[config.mk]
export PLATFORM = sky130hd
export DESIGN_NAME = pipeline_ctrl
export DESIGN_NICKNAME = d
export VERILOG_FILES = /design/src/rtl/pipeline_pkg.sv /design/src/rtl/pipeline_ctrl_sat_counter.sv /design/src/rtl/pipeline_ctrl.sv
export SDC_FILE = /design/constraint.sdc
export NUM_CORES = 1
export LEC_CHECK = 0
export BUFFER_PORTS_ARGS = -buffer_cell sky130_fd_sc_hd__buf_2
export CORE_MARGIN = 3
export CORE_UTILIZATION = 40
export CTS_CLUSTER_DIAMETER = 150
export CTS_CLUSTER_SIZE = 30
export DETAILED_ROUTE_END_ITERATION = 8
export HOLD_SLACK_MARGIN = 0.08
export PLACE_DENSITY = 0.63
export SLEW_MARGIN = 10
export SYNTH_ARGS = -nofsm -noshare
export SYNTH_HDL_FRONTEND = slang
export SYNTH_SLANG_ARGS = --single-unit
export TNS_END_PERCENT = 5
[constraint.sdc]
create_clock -name i_clk -period 2.79 [get_ports i_clk]
set_input_delay 0.279 -clock i_clk [delete_from_list [all_inputs] [get_ports i_clk]]
set_output_delay 0.279 -clock i_clk [all_outputs]
set_load 0.02 [all_outputs]
[src/rtl/pipeline_pkg.sv]
// Shared types and defaults for the pipeline stall/flush controller.
package pipeline_pkg;

   typedef enum logic [1:0] {
      BOOT     = 2'd0,
      RUN      = 2'd1,
      MEM_WAIT = 2'd2
   } ctrl_state_e;

   localparam int DEF_BOOT_CYCLES = 4;
   localparam int DEF_MEM_TIMEOUT = 16;

   // Width of a counter that must hold values 0..n-1 (never zero bits).
   function automatic int idx_width(input int n);
      return (n > 1) ? $clog2(n) : 1;
   endfunction

endpackage

[src/rtl/pipeline_ctrl_sat_counter.sv]
// Saturating event counter with synchronous clear taking priority over increment.
module sat_counter #(
   parameter int W = 32
) (
   input  logic         i_clk,
   input  logic         i_reset,
   input  logic         i_clr,
   input  logic         i_inc,
   output logic [W-1:0] o_count
);

   logic [W-1:0] r_count;

   always_ff @(posedge i_clk or posedge i_reset) begin
      if (i_reset)                    r_count <= '0;
      else if (i_clr)                 r_count <= '0;
      else if (i_inc && ~&r_count)    r_count <= r_count + 1'b1;
   end

   assign o_count = r_count;

endmodule

[src/rtl/pipeline_ctrl.sv]
// Stall/flush controller for the 5-stage RV32I pipeline: boot hold, memory-wait
// freeze with timeout, redirect and load-use handling, plus perf counters.
module pipeline_ctrl
   import pipeline_pkg::*;
#(
   parameter int BOOT_CYCLES = DEF_BOOT_CYCLES,
   parameter int MEM_TIMEOUT = DEF_MEM_TIMEOUT,
   parameter int CNT_W       = 32
) (
   input  logic             i_clk,
   input  logic             i_reset,
   input  logic             i_ctrl_load_use,
   input  logic             i_ctrl_redirect_execute,
   input  logic             i_ctrl_mem_req,
   input  logic             i_ctrl_mem_ready,
   input  logic             i_ctrl_cnt_clr,
   output logic             o_ctrl_pc_en,
   output logic             o_ctrl_pc_redirect,
   output logic             o_ctrl_ifid_en,
   output logic             o_ctrl_idex_en,
   output logic             o_ctrl_exmem_en,
   output logic             o_ctrl_memwb_en,
   output logic             o_ctrl_ifid_flush,
   output logic             o_ctrl_idex_flush,
   output logic             o_ctrl_memwb_flush,
   output logic             o_ctrl_mem_err,
   output logic [CNT_W-1:0] o_ctrl_stall_cnt,
   output logic [CNT_W-1:0] o_ctrl_flush_cnt,
   output logic [CNT_W-1:0] o_ctrl_wait_cnt
);

   localparam int BW = idx_width(BOOT_CYCLES);
   localparam int TW = idx_width(MEM_TIMEOUT);
   localparam logic [BW-1:0] BOOT_LAST = BW'(BOOT_CYCLES - 1);
   localparam logic [TW-1:0] WAIT_LAST = TW'(MEM_TIMEOUT - 1);

   ctrl_state_e   r_state, w_next;
   logic [BW-1:0] r_boot_cnt;
   logic [TW-1:0] r_wait_ctr;

   logic w_mem_stall, w_timeout, w_freeze, w_run_rules, w_redir, w_lu;

   // mem_req dropping counts as completion, so only req & !ready stalls.
   assign w_mem_stall = i_ctrl_mem_req & ~i_ctrl_mem_ready;
   assign w_timeout   = (r_state == MEM_WAIT) & w_mem_stall & (r_wait_ctr == WAIT_LAST);
   assign w_freeze    = ((r_state == RUN) & w_mem_stall) |
                        ((r_state == MEM_WAIT) & w_mem_stall & ~w_timeout);
   assign w_run_rules = (r_state != BOOT) & ~w_freeze;
   assign w_redir     = w_run_rules & i_ctrl_redirect_execute;
   assign w_lu        = w_run_rules & ~i_ctrl_redirect_execute & i_ctrl_load_use;

   always_ff @(posedge i_clk or posedge i_reset) begin
      if (i_reset) r_state <= BOOT;
      else         r_state <= w_next;
   end

   always_comb begin
      w_next = r_state;
      case (r_state)
         BOOT:     if (r_boot_cnt == BOOT_LAST) w_next = RUN;
         RUN:      if (w_mem_stall)             w_next = MEM_WAIT;
         MEM_WAIT: if (!w_freeze)               w_next = RUN;
         default:                               w_next = BOOT;
      endcase
   end

   always_comb begin
      o_ctrl_pc_en       = 1'b0;
      o_ctrl_pc_redirect = 1'b0;
      o_ctrl_ifid_en     = 1'b0;
      o_ctrl_idex_en     = 1'b0;
      o_ctrl_exmem_en    = 1'b0;
      o_ctrl_memwb_en    = 1'b0;
      o_ctrl_ifid_flush  = 1'b1;
      o_ctrl_idex_flush  = 1'b1;
      o_ctrl_memwb_flush = 1'b1;
      o_ctrl_mem_err     = 1'b0;
      if (r_state != BOOT) begin
         o_ctrl_ifid_flush  = 1'b0;
         o_ctrl_idex_flush  = 1'b0;
         if (w_freeze) begin
            o_ctrl_memwb_en    = 1'b1;
            o_ctrl_memwb_flush = 1'b1;
         end else begin
            o_ctrl_pc_en       = 1'b1;
            o_ctrl_ifid_en     = 1'b1;
            o_ctrl_idex_en     = 1'b1;
            o_ctrl_exmem_en    = 1'b1;
            o_ctrl_memwb_en    = 1'b1;
            o_ctrl_memwb_flush = w_timeout;
            o_ctrl_mem_err     = w_timeout;
            if (w_redir) begin
               o_ctrl_pc_redirect = 1'b1;
               o_ctrl_ifid_flush  = 1'b1;
               o_ctrl_idex_flush  = 1'b1;
            end else if (w_lu) begin
               o_ctrl_pc_en      = 1'b0;
               o_ctrl_ifid_en    = 1'b0;
               o_ctrl_idex_flush = 1'b1;
            end
         end
      end
   end

   // Wait counter is held at zero in RUN so it starts fresh on every MEM_WAIT entry.
   always_ff @(posedge i_clk or posedge i_reset) begin
      if (i_reset) begin
         r_boot_cnt <= '0;
         r_wait_ctr <= '0;
      end else begin
         r_boot_cnt <= (r_state == BOOT) ? r_boot_cnt + 1'b1 : '0;
         r_wait_ctr <= (r_state == MEM_WAIT) ? r_wait_ctr + 1'b1 : '0;
      end
   end

   sat_counter #(.W(CNT_W)) u_stall_cnt (
      .i_clk   (i_clk),
      .i_reset (i_reset),
      .i_clr   (i_ctrl_cnt_clr),
      .i_inc   (w_lu),
      .o_count (o_ctrl_stall_cnt)
   );

   sat_counter #(.W(CNT_W)) u_flush_cnt (
      .i_clk   (i_clk),
      .i_reset (i_reset),
      .i_clr   (i_ctrl_cnt_clr),
      .i_inc   (w_redir),
      .o_count (o_ctrl_flush_cnt)
   );

   sat_counter #(.W(CNT_W)) u_wait_cnt (
      .i_clk   (i_clk),
      .i_reset (i_reset),
      .i_clr   (i_ctrl_cnt_clr),
      .i_inc   (w_freeze),
      .o_count (o_ctrl_wait_cnt)
   );

endmodule
Yosys cells after proc, flatten, opt, wreduce, memory -nomap -nowiden
Index checks and enable logic that the tools add are counted.
- flip-flop bits (word level): 104
- input port bits: 7
- logic and storage cells: 78
- output and inout bits: 106
- add/sub/neg operators: 5
- bitwise logic cells: 14
- equality and inequality tests: 7
- reduce and logical (&&, ||, !) cells: 15
- multiplexer cells: 31
- operators with widths (kind ; count):
    2-to-1 mux 32 bit ; 6
    adder 32 x 1 -> 32 bit (second input constant) ; 3
    AND reduction 32 bit ; 3
    2-to-1 mux 1 bit ; 19
    bitwise AND 1 bit ; 9
    2-to-1 mux 2 bit ; 4
    nonzero test 2 bit ; 4
    != test 2 bit (second input constant) ; 3
    one-hot mux 2 bit (3 select lines) ; 1
    adder 4 x 1 -> 4 bit (second input constant) ; 1
    == test 2 bit (second input constant) ; 2
    == test 4 bit (second input constant) ; 1
    2-to-1 mux 4 bit ; 1
    NOT 1 bit ; 4
    logical AND 1 bit ; 3
    zero test 1 bit ; 3
    AND reduction 3 bit ; 1
    adder 2 x 1 -> 2 bit (second input constant) ; 1
    == test 2 x 1 -> 1 bit (second input constant) ; 1
    zero test 2 bit ; 1
    OR 1 bit ; 1

Logic depth before layout (Yosys ltp)
- depth after elaboration: 15
- depth in mapped cells: 9
- depth with buffers taken out: 8

Cells and area by module
A second synthesis with hierarchy kept.
- cells, all modules: 665
- area, all modules: 6037.0 um^2
- modules (own cells, without submodules) (module ; area an instance (um^2) ; cells each ; instances ; seq. area each (um^2)):
    sat_counter ; 1840.5 ; 203 ; 3 ; 800.8
    pipeline_ctrl ; 515.5 ; 56 ; 1 ; 200.2

Least setup slack after synthesis
No wires, ideal clock.
- kind: reg2reg
- start: register u_wait_cnt.r_count[0] (netlist: u_wait_cnt.o_count[0])
- end: register u_wait_cnt.r_count[28] (netlist: u_wait_cnt.o_count[28])
- slack: 118 ps
- path buffers: 2
- required time: 2712 ps
- setup time: 78 ps
- period minus slack after synthesis: 2672 ps
- arrival: 2594 ps
- cell stages (with the launch flop): 9
- path through: dfrtp_1 ha_1 nand4_2 or4_1 buf_2 or4_4 buf_6 or3_1 a21oi_1
- cells in the longest elaborated chain, start to end: 4
- elaborated cells between the ends (all ways): 7
- those cells by class: 1 x add/sub; 2 x mux; 4 x reduce/logical
- RTL lines (what ; RTL line ; source):
    from (decl) ; pipeline_ctrl_sat_counter.sv:12 ; logic [W-1:0] r_count;
    from (signal assigned) ; pipeline_ctrl_sat_counter.sv:17 ; else if (i_inc && ~&r_count) r_count <= r_count + 1'b1;
    parallel branches: the longest is 4 deep, another holds adder 32 x 1 -> 32 bit ; - ;
Parallel ways; which one is timed is not known. The select of a mux whose other input is x is not followed.
A chain may end at the register's enable or synchronous reset.

Worst setup path after layout
- start: register u_wait_cnt.r_count[0] (netlist: u_wait_cnt.o_count[0])
- end: register u_wait_cnt.r_count[24] (netlist: u_wait_cnt.o_count[24])
The elaborated chain is that of the path after synthesis.

==> impl_metrics.json <==
{
  "maxCapViolations": 0,
  "yosysSeqAreaShare_pct": 45.34,
  "hpwl_mm": 10.59,
  "finish.net_count": 768,
  "cts_sinks": 104,
  "place_area_um2": 6571,
  "crit_chain": "ha_1, nand4_2, or4_1, or4_4, or4_1, a21oi_1",
  "critPathMaxStageDelay_ns": 0.58,
  "worst_hold_path_type": "primary input to async pin",
  "max_slew_margin_pct": 24.89,
  "hold_buffers": 0,
  "synth_nets": 648,
  "drt_iter0_drc": 384,
  "drc_errors": 0,
  "crit_path_end_kind": "flop",
  "switching_share_pct": 28.31,
  "fin_skew_ns": 0.004821,
  "yosys.area.top_type_share_pct": 45.34,
  "synth.cell_area_um2": 5741,
  "grt_pass1_vias": 5100,
  "ys_ff_latch": 104,
  "clkTransAtPathRegs_ns": 0.07,
  "die_w_um": 125.8,
  "first_pass_iters": 5,
  "power_frac_clock_pct": 36.6,
  "hold_violations": 0,
  "timing.fmax_mhz": 381.8,
  "rsz0062_at_grt": "false",
  "ys_warn_count": 0,
  "cp_common_cell": "or4_1",
  "h-tree-depth": 3,
  "crit_type": "flop to flop",
  "ioPinCount": 113,
  "drt_wl_total_mm": 15.32,
  "worst_pin_slew_ns": 1.127,
  "overflow": 0,
  "clock_path_buffers": 2,
  "routedWlPerCell_um": 16.30,
  "numPortBuffers": 112,
  "die-area_um2": 15820,
  "place.gp.congestion": 0.8471,
  "required_ns": 3.07,
  "async_flop_share_pct": 100.0,
  "cts-buffers-inserted": 9,
  "synth-main-ff-cell": "dfrtp_1",
  "routed-via-count": 5533,
  "grt_max_degree": 105,
  "grt_use_total_pct": 18.87,
  "p_seq_share_pct": 48.5,
  "pwr-share-comb_pct": 14.9,
  "vdd_drop_max_mv": 0.3051,
  "vias_per_cell": 5.886,
  "cp.arrival_ns": 2.90,
  "finalSetupTns_ns": 0,
  "crit_slowest_cell": "or4_4",
  "drv_slew": 0,
  "layout_common_cells": "buf_2 (112), dfrtp_1 (104), a21oi_1 (78)",
  "path_buf_inv": 0,
  "critPathLaunchType": "flop",
  "yosys.cell_types.count": 54,
  "stdcell_count": 940,
  "setup_viol": 0,
  "power.static_leakage_nw": 2.835,
  "n_antenna_cell": 0,
  "placementRows": 43,
  "fp.dieH_um": 125.8,
  "tritoncts": "yes",
  "path_max_fanout": 13,
  "layout-drive-gt1-share_pct": 22.37,
  "layout_commonest_cell": "buf_2",
  "insertion_delay_ns": 0.35,
  "period_needed_ns": 2.619,
  "ant_nets": 0,
  "cp_top_family": "simple AND/OR/NAND/NOR gates",
  "final_area_um2": 6853,
  "place_inst": 924,
  "initial_utilization_pct": 41.20,
  "antenna_found_initial": 0,
  "p_int_w": 0.002340,
  "yosys-top-cells-area": "dfrtp_1 (45%), a21oi_1 (6.8%), or3_1 (5.2%), o21ai_0 (4.0%), or4_1 (3.8%)",
  "postSynthAreaPerCell_um2": 9.026,
  "design.core.area_um2": 13930,
  "syn-instance-count": 636,
  "syn2layout_area_growth_pct": 19.38,
  "synth_edf_count": 0,
  "power.density_nw_per_um2": 476.2,
  "switchingPower_w": 0.0009238,
  "grt_pass1_wl_mm": 25.00,
  "period_share_pct": 93.87,
  "cts_root_buffer": "clkbuf_16",
  "fin_util_pct": 49.18,
  "status": "finished, final reports clean",
  "synth_top_area_cell": "dfrtp_1"
}
## timing repair
item,CTS,global route
buffers inserted,0,1
endpoints found under the setup margin,0,6
gates resized for setup,0,1
## cell usage after synthesis, drive strengths merged (2+ instances only)
cell type	number
and2	5
nor2	35
or3	48
mux2i	2
nor4	8
a21oi	78
and3	5
mux2	3
xor2	3
and4	3
o2111ai	2
nor2b	4
inv	24
o21ai	48
or2	4
buf	7
or4	31
o31ai	25
o211ai	5
a2111oi	3
nor3	15
xnor2	12
clkbuf	18
nor3b	3
a211oi	4
nand3	34
or3b	2
o41ai	5
nand2b	5
dfrtp	104
ha	5
nand4	33
nand2	41
or4b	5
## sequential cells by signal (all words and copies together) (netlist names)
name,flops
u_flush_cnt.o_count,32
u_stall_cnt.o_count,32
u_wait_cnt.o_count,32
r_wait_ctr,4
r_boot_cnt,2
r_state,2
## worst paths after layout
| kind | depth (start not counted) | startpoint | endpoint | slack, ns |
|---|---|---|---|---|
| worst max-delay path | 6 | u_wait_cnt.o_count[0] | u_wait_cnt.o_count[24] | 0.17 |
| max in group asynchronous | 3 | i_reset | u_stall_cnt.o_count[18] | 2.24 |
| worst max register to register | 6 | u_wait_cnt.o_count[0] | u_wait_cnt.o_count[24] | 0.17 |
| worst min-delay path | 3 | i_reset | u_wait_cnt.o_count[4] | 0.05 |
| worst min register to register | 1 | r_boot_cnt[0] | r_boot_cnt[0] | 0.44 |
| min in group i_clk | 4 | i_ctrl_mem_req | r_state[0] | 0.32 |
## metal layers
layer | GRT usage (%) | up-vias | part of all wire [%]
met5 | 0 | - | 0
met4 | 7.066 | 0 | 1.6
met3 | 3.393 | 14 | 5.1
met2 | 30.24 | 133 | 48
met1 | 25.70 | 2730 | 46
li1 | - | 2656 | -
## power groups by stage
stage / Combinational [W] / Clock [W] / Sequential [W]
after floorplan: 0.000328 / 0 / 0.00161
after global placement: 0.000481 / 0 / 0.00161
after detailed placement: 0.000489 / 0 / 0.00161
after CTS: 0.000488 / 0.00122 / 0.00158
after global routing: 0.000532 / 0.00128 / 0.00159
final: 0.000485 / 0.00120 / 0.00158
## worst register-to-register path: cells and delay by family (launching register included)
family	cells	cell delay, ns
simple gates	4	1.76
flops	1	0.41
fa+ha+maj	1	0.23
compound gates	1	0.15
## cell families (layout without fill, tap and decap cells)
family / Yosys count / after routing / synth area share [%]
adders and majority gates: 5 / 5 / 1.090
DFF: 104 / 104 / 45.34
AOI/OAI and AO/OA: 175 / 175 / 18.20
buffers and inverters: 49 / 173 / 3.814
muxes: 5 / 5 / 0.9372
and+or+nand+nor: 283 / 283 / 28.33
xor gates and xnor gates: 15 / 15 / 2.289
## layout make-up
type                       count  area (µm²)
timing repair buffer         134       738.2
inverter                      24       93.84
multi-input combinational    483        2925
tap                          180       225.2
sequential                   104        2603
fill                        1337        7082
clock buffer                  15       267.8
## per-stage QoR
| step | power [W] | setup WS [ns] | hold slack [ns] |
|---|---|---|---|
| 3_5_place_dp | 0.002100 | 0.1746 | 0.4418 |
| 3_3_place_gp | 0.002088 | 0.2286 | 0.4231 |
| 6_report | 0.003264 | 0.1711 | 0.05333 |
| 5_1_grt | 0.003398 | 0.008478 | 0.1134 |
| 2_1_floorplan | 0.001942 | 0.1178 | 0.4099 |
| 4_1_cts | 0.003293 | 0.1548 | 0.1180 |
(Power assumes the default switching activity.)
